### src/rtl/wb_arbiter.sv
// Writeback arbiter: one-entry result buffer per requester, drained onto CDB_W result buses in round-robin order.
// Define WBARB_BYPASS_EN to let an empty requester's incoming result reach a bus in the same cycle.
package uarch_pkg;
   localparam int unsigned PIPE_WIDTH = 2;

   typedef struct packed {
      logic [5:0]  rob_idx;
      logic [31:0] data;
      logic        exc;
   } writeback_packet_t;
endpackage

module wb_arbiter
   import uarch_pkg::*;
#(
   parameter  int unsigned NUM_REQ = 4,
   parameter  int unsigned CDB_W   = PIPE_WIDTH,
   localparam int unsigned IDX_W   = (NUM_REQ > 1) ? $clog2(NUM_REQ) : 1
) (
   input  logic                                clk,
   input  logic                                rst_n,
   input  logic                                flush,
   input  logic [NUM_REQ-1:0]                  req_valid,
   input  writeback_packet_t [NUM_REQ-1:0]     req_packet,
   output logic [NUM_REQ-1:0]                  req_ready,
   output logic [CDB_W-1:0]                    cdb_valid,
   output writeback_packet_t [CDB_W-1:0]       cdb_ports,
   output logic [CDB_W-1:0][IDX_W-1:0]         cdb_src
);

   logic [NUM_REQ-1:0]              buf_valid_q, buf_valid_d;
   writeback_packet_t [NUM_REQ-1:0] buf_pkt_q, buf_pkt_d;
   logic [IDX_W-1:0]                rr_ptr_q, rr_ptr_d;
   logic [NUM_REQ-1:0]              bypass;
   logic [NUM_REQ-1:0]              cand;
   logic [NUM_REQ-1:0]              grant;

   always_comb begin
      bypass = '0;
`ifdef WBARB_BYPASS_EN
      bypass = {NUM_REQ{rst_n & ~flush}} & ~buf_valid_q & req_valid;
`endif
      cand = buf_valid_q | bypass;
   end

   // Two passes over the requesters emulate a wrap-around scan starting at rr_ptr_q.
   always_comb begin
      int cnt;
      int last;
      grant     = '0;
      cdb_valid = '0;
      cdb_ports = '0;
      cdb_src   = '0;
      rr_ptr_d  = rr_ptr_q;
      cnt       = 0;
      last      = 0;
      if (!flush) begin
         for (int pass = 0; pass < 2; pass++) begin
            for (int i = 0; i < NUM_REQ; i++) begin
               if (((pass == 0) == (i >= int'(rr_ptr_q))) && cand[i] && (cnt < int'(CDB_W))) begin
                  grant[i] = 1'b1;
                  for (int n = 0; n < CDB_W; n++) begin
                     if (n == cnt) begin
                        cdb_valid[n] = 1'b1;
                        cdb_ports[n] = buf_valid_q[i] ? buf_pkt_q[i] : req_packet[i];
                        cdb_src[n]   = IDX_W'(i);
                     end
                  end
                  cnt  = cnt + 1;
                  last = i;
               end
            end
         end
         if (cnt != 0) begin
            rr_ptr_d = IDX_W'((last + 1) % int'(NUM_REQ));
         end
      end
   end

   assign req_ready = {NUM_REQ{~flush}} & (~buf_valid_q | grant);

   always_comb begin
      buf_valid_d = buf_valid_q;
      buf_pkt_d   = buf_pkt_q;
      for (int i = 0; i < NUM_REQ; i++) begin
         if (flush) begin
            buf_valid_d[i] = 1'b0;
         end else if (req_valid[i] && req_ready[i] && !(bypass[i] && grant[i])) begin
            buf_valid_d[i] = 1'b1;
            buf_pkt_d[i]   = req_packet[i];
         end else if (grant[i]) begin
            buf_valid_d[i] = 1'b0;
         end
      end
   end

   always_ff @(posedge clk or negedge rst_n) begin
      if (!rst_n) begin
         buf_valid_q <= '0;
         buf_pkt_q   <= '0;
         rr_ptr_q    <= '0;
      end else begin
         buf_valid_q <= buf_valid_d;
         buf_pkt_q   <= buf_pkt_d;
         rr_ptr_q    <= rr_ptr_d;
      end
   end

endmodule

### config.mk
export PLATFORM = sky130hd
export DESIGN_NAME = wb_arbiter
export DESIGN_NICKNAME = d
export VERILOG_FILES = /design/src/rtl/wb_arbiter.sv
export SDC_FILE = /design/constraint.sdc
export NUM_CORES = 1
export LEC_CHECK = 0
export CAP_MARGIN = 25
export CORE_MARGIN = 2
export CORE_UTILIZATION = 40
export DETAILED_ROUTE_END_ITERATION = 12
export GPL_ROUTABILITY_DRIVEN = 0
export SYNTH_ARGS = -nofsm -noshare
export SYNTH_HDL_FRONTEND = slang
export SYNTH_SLANG_ARGS = --single-unit
### constraint.sdc
create_clock -name clk -period 17.1 [get_ports clk]
set_input_delay 3.42 -clock clk [delete_from_list [all_inputs] [get_ports clk]]
set_output_delay 3.42 -clock clk [all_outputs]
set_load 0.05 [all_outputs]
* After elaboration in Yosys (flattened, before gate mapping) *
Cells that the tools add are included.

storage, ports and cells
  output and inout port bits = 88
  word-level logic and storage cells = 184
  input port bits = 163
  flip-flop bits (word level) = 162

cells by class
  bitwise logic cells = 7
  muxes and demuxes = 106
  $lt $le $gt $ge = 9
  reduce and logical (&&, ||, !) cells = 32
  $add $sub $neg = 7
  equality and inequality tests = 6

operators by type and width
  cell                                                          number
  two-way mux 39 bit                                            17
  two-way mux 78 bit                                            8
  two-way mux 32 bit                                            13
  adder 32 x 2 -> 32 bit (second input constant)                6
  equality test 2 x 32 -> 1 bit (first input constant)          6
  logical NOT 32 bit                                            6
  less-than comparator 32 x 3 -> 1 bit (second input constant)  6
  two-way mux 2 bit                                             24
  two-way mux 1 bit                                             35
  two-way mux 4 bit                                             8
  nonzero test 32 bit                                           1
  logical AND 1 bit                                             16
  nonzero test 3 bit                                            4
  AND reduction 2 bit                                           5
  bitwise AND 4 bit                                             1
  >= comparator 1 x 2 -> 1 bit (first input constant)           2
  NOT 1 bit                                                     4
  NOT 4 bit                                                     1
  OR 4 bit                                                      1
  two-way mux 3 bit                                             1
  adder 2 bit (second input constant)                           1
  >= comparator 2 bit (first input constant)                    1

* Depth between registers and ports, before layout *
  depth in word-level cells = 33
  mapped depth = 24
  mapped depth without buffers = 20

* Least setup slack after synthesis *
Ideal clock, no wire load.

  kind = flip-flop to output port
  from = reg rr_ptr_q[1]
  to = out cdb_ports[0] in the netlist's numbering
  cell stages (with the launch flop) = 20
  arrival = 5432 ps
  path slack = 8248 ps
  buffers on the path = 4
  required time = 13680 ps
  cells stage by stage = dfrtp_1 -> buf_4 -> nor3b_2 -> clkinv_1 -> ha_1 -> xor2_4 -> inv_1 -> ha_1 -> nand2b_1 -> nand2_1 -> and4_1 -> buf_2 -> a21oi_1 -> ha_1 -> o21a_1 -> ha_1 -> and3_1 -> buf_2 -> buf_2 -> a221oi_1

RTL lines
  item                    line  text
  start, declared         33    logic [IDX_W-1:0] rr_ptr_q, rr_ptr_d;
  start signal, assigned  105   rr_ptr_q <= rr_ptr_d;
  end, declared           27    output writeback_packet_t [CDB_W-1:0] cdb_ports,

==> run metrics <==
status=complete, no violations; crit path kind=reg -> out; critical path endpoint category=output pin; Die W=182 µm; DR WL/cell=24.3 µm; CP Max Fanout=45; IO buf count=250; Layout area overhead=26.3%; Die Footprint=33,000 µm²; Initial Util=40.3%; slew of the pin with the lowest slew margin=1.01 ns; reg2reg end=buf_pkt_q[91]; core area=31,300 µm²; Min Clock Period, post-route=10.98 ns; register-to-register setup slack=10.73 ns; layout cell share with drive strength beyond 1=16.0%; ys flop type=dfrtp_1; crit-path max cell delay=0.92 ns; setup_tns=0 ns; Post-Syn Area per Cell=8.74 µm²; Worst Reg-to-Reg Cells=19; GRT Overall Usage=29.2%; number of flops mapped to enable cells by yosys=0; multi-input logic area=7880 µm²; Critical path buffers and inverters=6; worst path cell trace=buf_4 -> nor2b_2 -> inv_4 -> nor2_8 -> nor2_4 -> inv_2 -> ha_1 -> nand2b_1 -> nand2_1 -> and4_1 -> a21oi_1 -> ha_1 -> or2_2 -> and3_1 -> buf_4 -> nor2_2 -> buf_4 -> nand2_1 -> o32ai_1 -> clkdlybuf4s50_1; final worst slack=6.12 ns; #FFs+latches synth=162; largest net degree at the start of global routing=103; leakage=0.00605 µW; Gate Count Post-Synth=1,445; FP Rows=65; post-synthesis cell type count=60; crit path max-delay cell type=clkdlybuf4s50_1; Hold Crit Depth=1; clk buf depth=2; cts-stage hold buffer count=0; clk slew on worst S/H paths=0.06 ns; reg2reg start=buf_valid_q[1]; Fillers=2,958; RSZ-0062 raised after global routing=no; hold crit path type=reg -> reg; Vias/cell=6.25; CTS Root Cell=clkbuf_16; synthesized area=12,600 µm²; drt initial violations=1,523; Placed Cells=1,982; nets=1,778; FF+latch area=4060 µm²; CTS tree=built; pwr dens=119 nW/µm²; max-slew violations=0; CP most frequent cell=buf_4; I/O pin count=251; # setup viols final=0; WHS Endpoint=buf_pkt_q[116]; initial antenna violation count=0; htree depth=4; Max Freq=91.1 MHz; vias in the first global route=12,032; Clock Skew=0.0190 ns; Startpoint Class=register; FFs w/ async S/R, synth=100%; synth warn=0; Synthesized Nets=1,620; Initial DRT Pass Iterations=7; first-pass GRT wire length=73.5 mm; WP data required=13.68 ns; TritonCTS Sinks=162; post-place setup slack=6.74 ns; fin crit share=64.2%; grt total ovfl=0; post-CTS setup buffer count=0; Critical Path AT=7.56 ns; # DRC=0; drt total wl=49.0 mm; slew margin rel.=32.3%; max cap viols=0; Detail Placement HPWL=32.1 mm; Peak VDD IR=0.0000810 V; die height=182 µm; post-layout util=50.9%; CP top delay family=buffers and inverters; hold_sp=buf_pkt_q[116]; Final ANT Viol Nets=0; DR vias=12,610; sequential fraction of the synthesis area=32.1%; CTS buffer count=17; Clock Latency Late Sink=0.45 ns; Layout Cells excl Fill=2,018; Hold Fails Final Rpt=0; Resized cells post-CTS=0
==> worst max path at each step <==
stage,start,depth (start not counted),to,slack (ns)
global placement,buf_valid_q[1],19,cdb_ports[57],6.86
finish,buf_valid_q[1],20,cdb_ports[21],6.12
floorplan,rr_ptr_q[1],19,cdb_ports[0],8.25
detailed placement,buf_valid_q[1],19,cdb_ports[54],6.74
global route,buf_valid_q[1],19,cdb_ports[54],5.80
CTS,buf_valid_q[1],19,cdb_ports[54],6.25
==> state kept, by name, indices dropped and copies added (netlist names) <==
signal and count:
rr_ptr_q 2, buf_pkt_q 156, buf_valid_q 4
==> report_power, final <==
| part | total, µW | internal [µW] | switching, µW | leakage (µW) |
|---|---|---|---|---|
| logic | 974 | 372 | 601 | 0.00386 |
| clock network | 411 | 224 | 187 | 0.000291 |
| registers | 513 | 454 | 59.0 | 0.00190 |
==> cells by family after synthesis <==
kind of cell | Yosys count | synth area share (%)
xor gates and xnor gates | 5 | 0.644
muxes | 294 | 25.0
and+or+nand+nor | 376 | 13.9
AOI/OAI and AO/OA | 428 | 21.1
adders and majority gates | 12 | 1.19
buffers and inverters | 168 | 5.97
DFF | 162 | 32.1
==> routing by layer <==
metal | track usage, % | vias to the layer above | routed length (µm)
met5 | 0 | - | 0
met3 | 4.29 | 141 | 4240
met4 | 14.1 | 0 | 2330
met2 | 46.0 | 735 | 22300
li1 | - | 5615 | -
met1 | 39.4 | 6119 | 20200
==> through the flow <==
stage / hold WS, ns / power [µW] / area [µm²]
2_1_floorplan: 0.458 / 1160 / 12600
3_3_place_gp: 0.466 / 1460 / 15200
3_5_place_dp: 0.476 / 1470 / 15200
4_1_cts: 0.490 / 1880 / 15800
5_1_grt: 0.508 / 1990 / 15900
6_report: 0.488 / 1900 / 15900
==> cell usage after synthesis, types with 14 or more instances <==
master	instances	area, µm²
a21oi_1	169	846
nand2_1	163	612
dfrtp_1	162	4050
mux2_2	159	1790
mux2i_1	121	1210
nor2_1	113	424
o211ai_1	75	563
clkbuf_1	70	263
o21ai_0	70	350
buf_2	43	215
o22ai_1	32	200
inv_1	26	97.6
nand3_1	25	125
nor4b_1	24	210
o32ai_1	24	210
nand2b_1	17	106
a221oi_1	15	131
a22oi_1	15	113
o2bb2ai_1	15	131
buf_1	14	52.6
mux2_1	14	158
==> layout make-up <==
class | instances | area share, %
inverters | 29 | 0.698
flip-flops and latches | 162 | 25.5
multi-input cells | 1115 | 49.4
diodes | 1 | 0.0157
repair buffers | 278 | 17.5
clock buffers | 18 | 2.75
well taps | 402 | 3.15
clock inverters | 13 | 1.01
==> layout by cell type (no fill, tap or decap), types with 3 or more instances in the layout <==
master,instances
inv_8,3
dfrtp_2,4
ha_1,12
a21oi_1,169
o21ai_0,70
o211ai_1,75
a221oi_1,15
inv_6,6
o22ai_1,32
nand2_1,158
inv_1,26
and2_2,3
clkdlybuf4s50_1,248
nand4_1,5
nor2_1,113
nand3_1,23
dfrtp_1,158
buf_16,4
nand2b_1,17
mux2i_1,121
mux2_2,159
and2_1,3
mux2_1,14
o32ai_1,24
xnor2_1,3
o2bb2ai_1,15
nor4b_1,24
buf_4,23
a22oi_1,15
clkbuf_16,17
nand2_2,6
No activity file was read; power rests on OpenSTA's default activity.
